File: src/rtl/crtc_pkg.sv
// Shared definitions for the CRTC register file: register indices,
// reset values and the timing bundle handed to video_gen.
package crtc_pkg;

    localparam logic [4:0] R0  = 5'd0;
    localparam logic [4:0] R1  = 5'd1;
    localparam logic [4:0] R2  = 5'd2;
    localparam logic [4:0] R3  = 5'd3;
    localparam logic [4:0] R4  = 5'd4;
    localparam logic [4:0] R5  = 5'd5;
    localparam logic [4:0] R6  = 5'd6;
    localparam logic [4:0] R7  = 5'd7;
    localparam logic [4:0] R8  = 5'd8;
    localparam logic [4:0] R9  = 5'd9;
    localparam logic [4:0] R10 = 5'd10;
    localparam logic [4:0] R11 = 5'd11;
    localparam logic [4:0] R12 = 5'd12;
    localparam logic [4:0] R13 = 5'd13;

    localparam logic [7:0]  RST_H_CHAR_TOTAL     = 8'd63;
    localparam logic [7:0]  RST_H_CHAR_DISPLAYED = 8'd40;
    localparam logic [7:0]  RST_H_SYNC_START     = 8'd48;
    localparam logic [3:0]  RST_H_SYNC_WIDTH     = 4'hF;
    localparam logic [6:0]  RST_V_CHAR_TOTAL     = 7'd31;
    localparam logic [4:0]  RST_V_ADJUST         = 5'd0;
    localparam logic [6:0]  RST_V_CHAR_DISPLAYED = 7'd25;
    localparam logic [6:0]  RST_V_SYNC_START     = 7'd28;
    localparam logic [3:0]  RST_V_SYNC_WIDTH     = 4'h1;
    localparam logic [4:0]  RST_V_CHAR_HEIGHT    = 5'd7;
    localparam logic [13:0] RST_START_ADDR       = 14'd0;

    typedef struct packed {
        logic [7:0]  h_char_total;
        logic [7:0]  h_char_displayed;
        logic [7:0]  h_sync_start;
        logic [3:0]  h_sync_width;
        logic [6:0]  v_char_total;
        logic [4:0]  v_adjust;
        logic [6:0]  v_char_displayed;
        logic [6:0]  v_sync_start;
        logic [3:0]  v_sync_width;
        logic [4:0]  v_char_height;
        logic [13:0] start_addr;
    } timing_t;

    localparam timing_t TIMING_RST = '{
        h_char_total:     RST_H_CHAR_TOTAL,
        h_char_displayed: RST_H_CHAR_DISPLAYED,
        h_sync_start:     RST_H_SYNC_START,
        h_sync_width:     RST_H_SYNC_WIDTH,
        v_char_total:     RST_V_CHAR_TOTAL,
        v_adjust:         RST_V_ADJUST,
        v_char_displayed: RST_V_CHAR_DISPLAYED,
        v_sync_start:     RST_V_SYNC_START,
        v_sync_width:     RST_V_SYNC_WIDTH,
        v_char_height:    RST_V_CHAR_HEIGHT,
        start_addr:       RST_START_ADDR
    };

endpackage

File: src/rtl/crtc_regs.sv
// CRTC register file: CPU-written shadow registers, committed to the active
// timing set on v_sync rising edge (or every clock when APPLY_AT_VSYNC=0).
module crtc_regs
    import crtc_pkg::*;
#(
    parameter bit APPLY_AT_VSYNC = 1'b1
) (
    input  logic        clk16_i,
    input  logic        reset_n_i,
    input  logic        crtc_select_i,
    input  logic        cpu_strobe_i,
    input  logic        rw_n_i,
    input  logic        rs_i,
    input  logic [7:0]  data_i,
    output logic [7:0]  data_o,
    input  logic        v_sync_i,
    output logic [7:0]  h_char_total_o,
    output logic [7:0]  h_char_displayed_o,
    output logic [7:0]  h_sync_start_o,
    output logic [3:0]  h_sync_width_o,
    output logic [6:0]  v_char_total_o,
    output logic [4:0]  v_adjust_o,
    output logic [6:0]  v_char_displayed_o,
    output logic [6:0]  v_sync_start_o,
    output logic [3:0]  v_sync_width_o,
    output logic [4:0]  v_char_height_o,
    output logic [13:0] start_addr_o,
    output logic        pending_o,
    output logic        commit_o
);

    timing_t    shadow;
    timing_t    shadow_nxt;
    timing_t    active;
    logic [4:0] addr;
    logic       pending;
    logic       commit;
    logic       v_sync_q;
    logic       wr_en;
    logic       data_wr;
    logic       hit;
    logic       vs_edge;

    assign wr_en   = crtc_select_i & cpu_strobe_i & ~rw_n_i;
    assign data_wr = wr_en & rs_i;
    assign vs_edge = v_sync_i & ~v_sync_q;

    always_comb begin
        shadow_nxt = shadow;
        hit        = 1'b0;
        if (data_wr) begin
            hit = 1'b1;
            case (addr)
                R0:  shadow_nxt.h_char_total     = data_i;
                R1:  shadow_nxt.h_char_displayed = data_i;
                R2:  shadow_nxt.h_sync_start     = data_i;
                R3: begin
                    shadow_nxt.h_sync_width = data_i[3:0];
                    shadow_nxt.v_sync_width = data_i[7:4];
                end
                R4:  shadow_nxt.v_char_total      = data_i[6:0];
                R5:  shadow_nxt.v_adjust          = data_i[4:0];
                R6:  shadow_nxt.v_char_displayed  = data_i[6:0];
                R7:  shadow_nxt.v_sync_start      = data_i[6:0];
                R9:  shadow_nxt.v_char_height     = data_i[4:0];
                R12: shadow_nxt.start_addr[13:8]  = data_i[5:0];
                R13: shadow_nxt.start_addr[7:0]   = data_i;
                default: hit = 1'b0;
            endcase
        end
    end

    always_ff @(posedge clk16_i or negedge reset_n_i) begin
        if (!reset_n_i) begin
            shadow   <= TIMING_RST;
            active   <= TIMING_RST;
            addr     <= '0;
            pending  <= 1'b0;
            commit   <= 1'b0;
            v_sync_q <= 1'b0;
        end else begin
            v_sync_q <= v_sync_i;
            shadow   <= shadow_nxt;
            if (wr_en && !rs_i)
                addr <= data_i[4:0];
            if (APPLY_AT_VSYNC) begin
                // active takes the pre-write shadow; a coincident write keeps pending set
                commit  <= vs_edge & pending;
                pending <= (pending & ~vs_edge) | hit;
                if (vs_edge && pending)
                    active <= shadow;
            end else begin
                commit  <= 1'b0;
                pending <= 1'b0;
                active  <= shadow;
            end
        end
    end

    always_comb begin
        data_o = {pending, 7'b0};
        if (rs_i) begin
            case (addr)
                R0:      data_o = shadow.h_char_total;
                R1:      data_o = shadow.h_char_displayed;
                R2:      data_o = shadow.h_sync_start;
                R3:      data_o = {shadow.v_sync_width, shadow.h_sync_width};
                R4:      data_o = {1'b0, shadow.v_char_total};
                R5:      data_o = {3'b0, shadow.v_adjust};
                R6:      data_o = {1'b0, shadow.v_char_displayed};
                R7:      data_o = {1'b0, shadow.v_sync_start};
                R9:      data_o = {3'b0, shadow.v_char_height};
                R12:     data_o = {2'b0, shadow.start_addr[13:8]};
                R13:     data_o = shadow.start_addr[7:0];
                default: data_o = 8'h00;
            endcase
        end
    end

    assign h_char_total_o     = active.h_char_total;
    assign h_char_displayed_o = active.h_char_displayed;
    assign h_sync_start_o     = active.h_sync_start;
    assign h_sync_width_o     = active.h_sync_width;
    assign v_char_total_o     = active.v_char_total;
    assign v_adjust_o         = active.v_adjust;
    assign v_char_displayed_o = active.v_char_displayed;
    assign v_sync_start_o     = active.v_sync_start;
    assign v_sync_width_o     = active.v_sync_width;
    assign v_char_height_o    = active.v_char_height;
    assign start_addr_o       = active.start_addr;
    assign pending_o          = pending;
    assign commit_o           = commit;

endmodule

File: config.mk
export PLATFORM = sky130hd
export DESIGN_NAME = crtc_regs
export DESIGN_NICKNAME = d
export VERILOG_FILES = /design/src/rtl/crtc_pkg.sv /design/src/rtl/crtc_regs.sv
export SDC_FILE = /design/constraint.sdc
export NUM_CORES = 1
export LEC_CHECK = 0
export ABC_CLOCK_PERIOD_IN_PS = 1800
export BUFFER_PORTS_ARGS = -buffer_cell sky130_fd_sc_hd__buf_2
export CELL_PAD_IN_SITES_DETAIL_PLACEMENT = 0
export CELL_PAD_IN_SITES_GLOBAL_PLACEMENT = 1
export CORE_ASPECT_RATIO = 0.75
export CORE_MARGIN = 2
export CORE_UTILIZATION = 42
export CTS_BUF_LIST = sky130_fd_sc_hd__clkbuf_8
export CTS_CLUSTER_DIAMETER = 100
export DETAILED_ROUTE_END_ITERATION = 10
export GPL_TIMING_DRIVEN = 0
export PLACE_DENSITY_LB_ADDON = 0.1
export SLEW_MARGIN = 20
export SYNTH_ARGS = -nofsm -noshare
export SYNTH_HDL_FRONTEND = slang
export SYNTH_SLANG_ARGS = --single-unit
File: constraint.sdc
create_clock -name clk16_i -period 1.8 [get_ports clk16_i]
set_input_delay 0.09 -clock clk16_i [delete_from_list [all_inputs] [get_ports clk16_i]]
set_output_delay 0.09 -clock clk16_i [all_outputs]
set_load 0.005 [all_outputs]
# Yosys cells after proc, flatten, opt, wreduce, memory -nomap -nowiden
# Index checks and enable logic that the tools add are counted.
classes:
  bitwise_logic: 10
  reduce_logical: 16
  muxes: 4
  n_eq_ne: 10
op_table:
  columns: ["operator", "n"]
  rows:
  - ["8-bit one-hot mux with 11 select lines", 1]
  - ["2-bit AND reduction", 11]
  - ["5-bit by 3-bit == test with 1-bit output, second input constant", 4]
  - ["5-bit by 4-bit == test with 1-bit output, second input constant", 3]
  - ["11-bit OR reduction", 1]
  - ["5-bit by 2-bit == test with 1-bit output, second input constant", 2]
  - ["8-bit 2-to-1 mux", 1]
  - ["1-bit AND", 6]
  - ["5-bit by 1-bit == test with 1-bit output, second input constant", 1]
  - ["5-bit logical NOT", 1]
  - ["1-bit inverter", 3]
  - ["1-bit logical AND", 2]
  - ["1-bit 2-to-1 mux", 2]
  - ["1-bit logical NOT", 1]
  - ["1-bit OR", 1]
totals:
  out_inout_bits: 87
  regBits: 162

# Longest topological paths before layout
depth:
  depth_word: 5
  mapped_depth: 8

# Least setup slack after synthesis
# OpenSTA, ideal clock, no wires.
synth_timing:
  path_kind: "register to register"
  from: "reg addr[1]"
  to: "reg shadow[0] (netlist bit)"
  stages_incl_launch_ff: 7
  path_buffers: 1
  arrival_time_ns: 1.621
  path_slack_ns: 0.052
  setup_time_ns: 0.128
  cell_sequence: "dfrtp_1 > and2b_1 > nand2_2 > nor3b_4 > and2_1 > buf_4 > mux2_1"
synth_between:
  elab_chain_cells: 2
synth_lines:
  columns: ["element", "line", "source"]
  rows:
  - ["start, declared", "crtc_regs.sv:35", "logic [4:0] addr;"]
  - ["start signal, assigned", "crtc_regs.sv:85", "addr <= data_i[4:0];"]
  - ["5-bit by 4-bit == test with 1-bit output", "crtc_regs.sv:53", "case (addr)"]
  - ["2-bit AND reduction (no line)", null, null]
  - ["end signal, assigned", "crtc_regs.sv:83", "shadow <= shadow_nxt;"]
  - ["end, declared", "crtc_regs.sv:32", "timing_t shadow;"]
# Every way passes these cells.
# A chain may end at the register's enable or synchronous reset.

# Worst setup path in the final report
layout_timing:
  from: "reg addr[0]"
  to: "out data_o[0]"
layout_between:
  elab_chain_cells: 3
layout_lines:
  columns: ["element", "line", "source"]
  rows:
  - ["5-bit by 4-bit == test with 1-bit output, or another cell as far along", "crtc_regs.sv:103", "case (addr)"]
  - ["8-bit one-hot mux with 11 select lines *", "crtc_regs.sv:103", null]
  - ["8-bit 2-to-1 mux *", "crtc_regs.sv:102", "if (rs_i) begin"]
  - ["end, declared", "crtc_regs.sv:15", "output logic [7:0] data_o,"]
# Every way passes the cells marked *; elsewhere a longest branch is shown, timed or not.

==> impl_metrics.json <==
{
  "dp_worst_setup_slack_ns": -0.501,
  "synth_top_area_share_pct": 37.5,
  "start_util_pct": 43.2,
  "relSlewSlack_pct": 28.4,
  "final_cells": 1007,
  "cp_common_cell": "buf_12",
  "synth_compound_area_share_pct": 3.83,
  "dr.pass1.iters": 5,
  "worst_slack_ns": -0.457,
  "final_cell_area_um2": 8660,
  "path_clk_slew_ns": 0.09,
  "synth-xor-area-share_pct": 0,
  "tightest_slew_ns": 1.07,
  "cts_tree": "done",
  "via_per_inst": 5.14,
  "netlist_instances": 637,
  "crit_required_ns": 1.71,
  "ios": 102,
  "cap_viol_max_count": 0,
  "status": "finished, violations left",
  "grt_max_degree": 85,
  "synth_area_um2": 6930,
  "cts.sinks": 162,
  "gp_congestion": 0.910,
  "placementRows": 40,
  "yosysTopAreaCell": "dfrtp_1",
  "final.period_utilization_pct": 125,
  "report.final.slew_viol_count": 0,
  "arrival_ns": 2.17,
  "fillers": 1494,
  "multi_input_area_um2": 2890,
  "grt_overflow_total": 0,
  "regArea_um2": 4130,
  "drt-total-wl_um": 20500,
  "clock.fmax_mhz": 443,
  "port_buffers": 101,
  "diodes": 0,
  "final-setup-viol-count": 20,
  "finClkSkew_ns": 0.0144,
  "crit_slowest_cell": "dfrtp_2",
  "clock_latency_ns": 0.46,
  "rsz0062_at_grt": "true",
  "drt_iter0_drc": 252,
  "ys.flop_type": "dfrtp_1",
  "area_growth_pct": 25.0,
  "root_buffer": "clkbuf_8",
  "synth_area_leaders": "dfrtp_1 38%, dfstp_2 22%, nand2_1 14%",
  "hpwl_um": 14600,
  "path_max_fanout": 10,
  "fin_crit_ns": 2.26,
  "clockBufferDepth": 2,
  "dp_cells": 949,
  "wl_met2_um": 8990,
  "ys_seq_area_share_pct": 59.5,
  "place_area_um2": 7740,
  "vias": 5179,
  "grt_pass1_wl_um": 31700,
  "path_cells": "buf_12 -> buf_12 -> buf_12 -> mux2i_1 -> nor3_1 -> o21ai_1 -> a31oi_2 -> buf_2",
  "die-width_um": 152,
  "peakVddDrop_mv": 0.515,
  "synthAdderAreaFrac_pct": 0,
  "start_kind": "register",
  "path_class": "reg2out",
  "ant_nets": 0,
  "highest_layer": "met4",
  "cpPeakStageDelay_ns": 0.46,
  "synth_seq_cells": 162,
  "drc_errors": 0,
  "antenna_found_initial": 0,
  "wl_met3_um": 987,
  "hp-class": "in2reg",
  "fin_tns_setup_ns": -4.32,
  "drive_gt1_share_pct": 44.8,
  "synth-simple-area-share_pct": 17.5,
  "synthMuxAreaShare_pct": 17.0,
  "synth_top_family_by_area": "simple AND/OR/NAND/NOR gates",
  "m1WireLength_um": 10100,
  "dieArea_um2": 17600,
  "p_per_area_nw_per_um2": 1110,
  "routedWlPerCell_um": 20.3,
  "core_area_um2": 16100,
  "grt_pass1_vias": 5306,
  "fin_util_pct": 53.9,
  "track_usage_pct": 24.4,
  "synth_warnings": 0,
  "hold_viol": 0,
  "crit_path_end_kind": "primary output",
  "synth_edf_count": 0,
  "static-leakage-power_nw": 4.46,
  "ys_types": 45,
  "r2r_setup_slack_ns": -0.14,
  "die_height_um": 115,
  "h-tree-depth": 4,
  "violations": "negative setup slack",
  "syn-num-nets": 652,
  "nets": 799,
  "numCtsBuffers": 17,
  "async_flop_share_pct": 100,
  "avgSynthCellArea_um2": 10.9
}
## synth_stat cells, types with 2 or more instances
cell        n
nand2_1   253
dfrtp_1   104
mux2_2     76
dfstp_2    58
clkbuf_1   24
mux2_1     13
mux2i_1    13
a21oi_1    10
nor2_1     10
buf_2       7
nor3_1      7
a22oi_1     6
o21ai_0     6
a31oi_1     4
a22o_1      3
and2_1      3
buf_1       3
nand3_1     3
o22ai_1     3
and3_1      2
mux4_2      2
nand3b_1    2
nand4b_1    2
o21a_1      2
## worst max-delay path, delay by kind of cell (launching register included)
kind | cells | cell delay [ns]
buffers and inverters | 4 | 0.59
flip-flops | 1 | 0.46
AO/OA/AOI/OAI | 2 | 0.31
AND/OR/NAND/NOR | 1 | 0.22
multiplexers | 1 | 0.12
## cell families after synthesis
group | Yosys count
and+or+nand+nor | 294
DFF | 162
muxes | 104
AOI/OAI and AO/OA | 40
buffers and inverters | 37
## cell usage in the layout, fill, tap and decap left out, types with 5 or more instances in the layout
cell type      count
mux2_2            74
clkbuf_2           5
nand2_2            8
clkbuf_1          14
nor3_1             6
buf_2            106
dlygate4sd3_1      8
buf_6              6
a22oi_2            5
nand2_1          242
buf_4             18
a21oi_1            6
dfstp_2           58
dfrtp_1          103
clkbuf_8          18
mux2_1            11
mux2i_1           12
## report_power, final
| group | switching (mW) | internal (mW) | total [mW] |
|---|---|---|---|
| sequential | 0.506 | 4.41 | 4.92 |
| clock | 1.42 | 1.15 | 2.57 |
| combinational | 1.09 | 1.03 | 2.12 |
| total | 3.01 | 6.59 | 9.60 |
## metrics by stage
| stage | hold WS, ns | power, mW |
|---|---|---|
| after floorplan | -0.206 | 5.82 |
| after global placement | 0.216 | 6.66 |
| after detailed placement | 0.109 | 6.71 |
| after CTS | 0.0608 | 9.61 |
| after global routing | 0.0597 | 10.1 |
| final | 0.0779 | 9.60 |
## registers in the layout (all words and copies together), names as in the netlist
name	flops
v_char_total_o	7
start_addr_o	14
v_char_height_o	5
h_char_total_o	8
h_sync_width_o	4
addr	5
v_adjust_o	5
v_sync_start_o	7
h_char_displayed_o	8
h_sync_start_o	8
pending_o	1
v_char_displayed_o	7
commit_o	1
v_sync_q	1
shadow	77
v_sync_width_o	4
## layout make-up
cell class | instances | area share [%]
Multi-Input combinational cell | 438 | 33.3
Timing Repair Buffer | 131 | 9.29
Clock inverter | 14 | 1.50
Tap cell | 210 | 3.03
Buffer | 32 | 2.27
Clock buffer | 18 | 2.86
Inverter | 2 | 0.116
Sequential cell | 162 | 47.6
## final timing paths
path	start	end	cells after the start
max	addr[0]$_DFFE_PN0P_	data_o[0]	8
min	data_i[5]	shadow[5]$_DFFE_PN0P_	2
max reg2reg	addr[0]$_DFFE_PN0P_	shadow[7]$_DFFE_PN0P_	8
min reg2reg	h_char_total_o[3]$_DFFE_PN1P_	h_char_total_o[3]$_DFFE_PN1P_	2
max in group asynchronous	reset_n_i	v_char_height_o[1]$_DFFE_PN1P_	3
min in group asynchronous	reset_n_i	h_sync_start_o[0]$_DFFE_PN0P_	2
## routing by layer
| metal | vias up | GRT usage (%) |
|---|---|---|
| met4 | 0 | 9.16 |
| met5 | - | 0 |
| met3 | 25 | 4.33 |
| met2 | 131 | 37.1 |
| met1 | 2604 | 35.3 |
| li1 | 2419 | - |
## what timing repair did
item | CTS | global route
setup endpoints to repair | 161 | 131
gates resized for setup | 73 | 25
cloned | 0 | 0
buffers inserted | 19 | 2
pin swaps | 16 | 6
hold buffers | 8 | 0
endpoints found under the hold margin | 95 | 0
No activity file was read; power rests on OpenSTA's default activity.
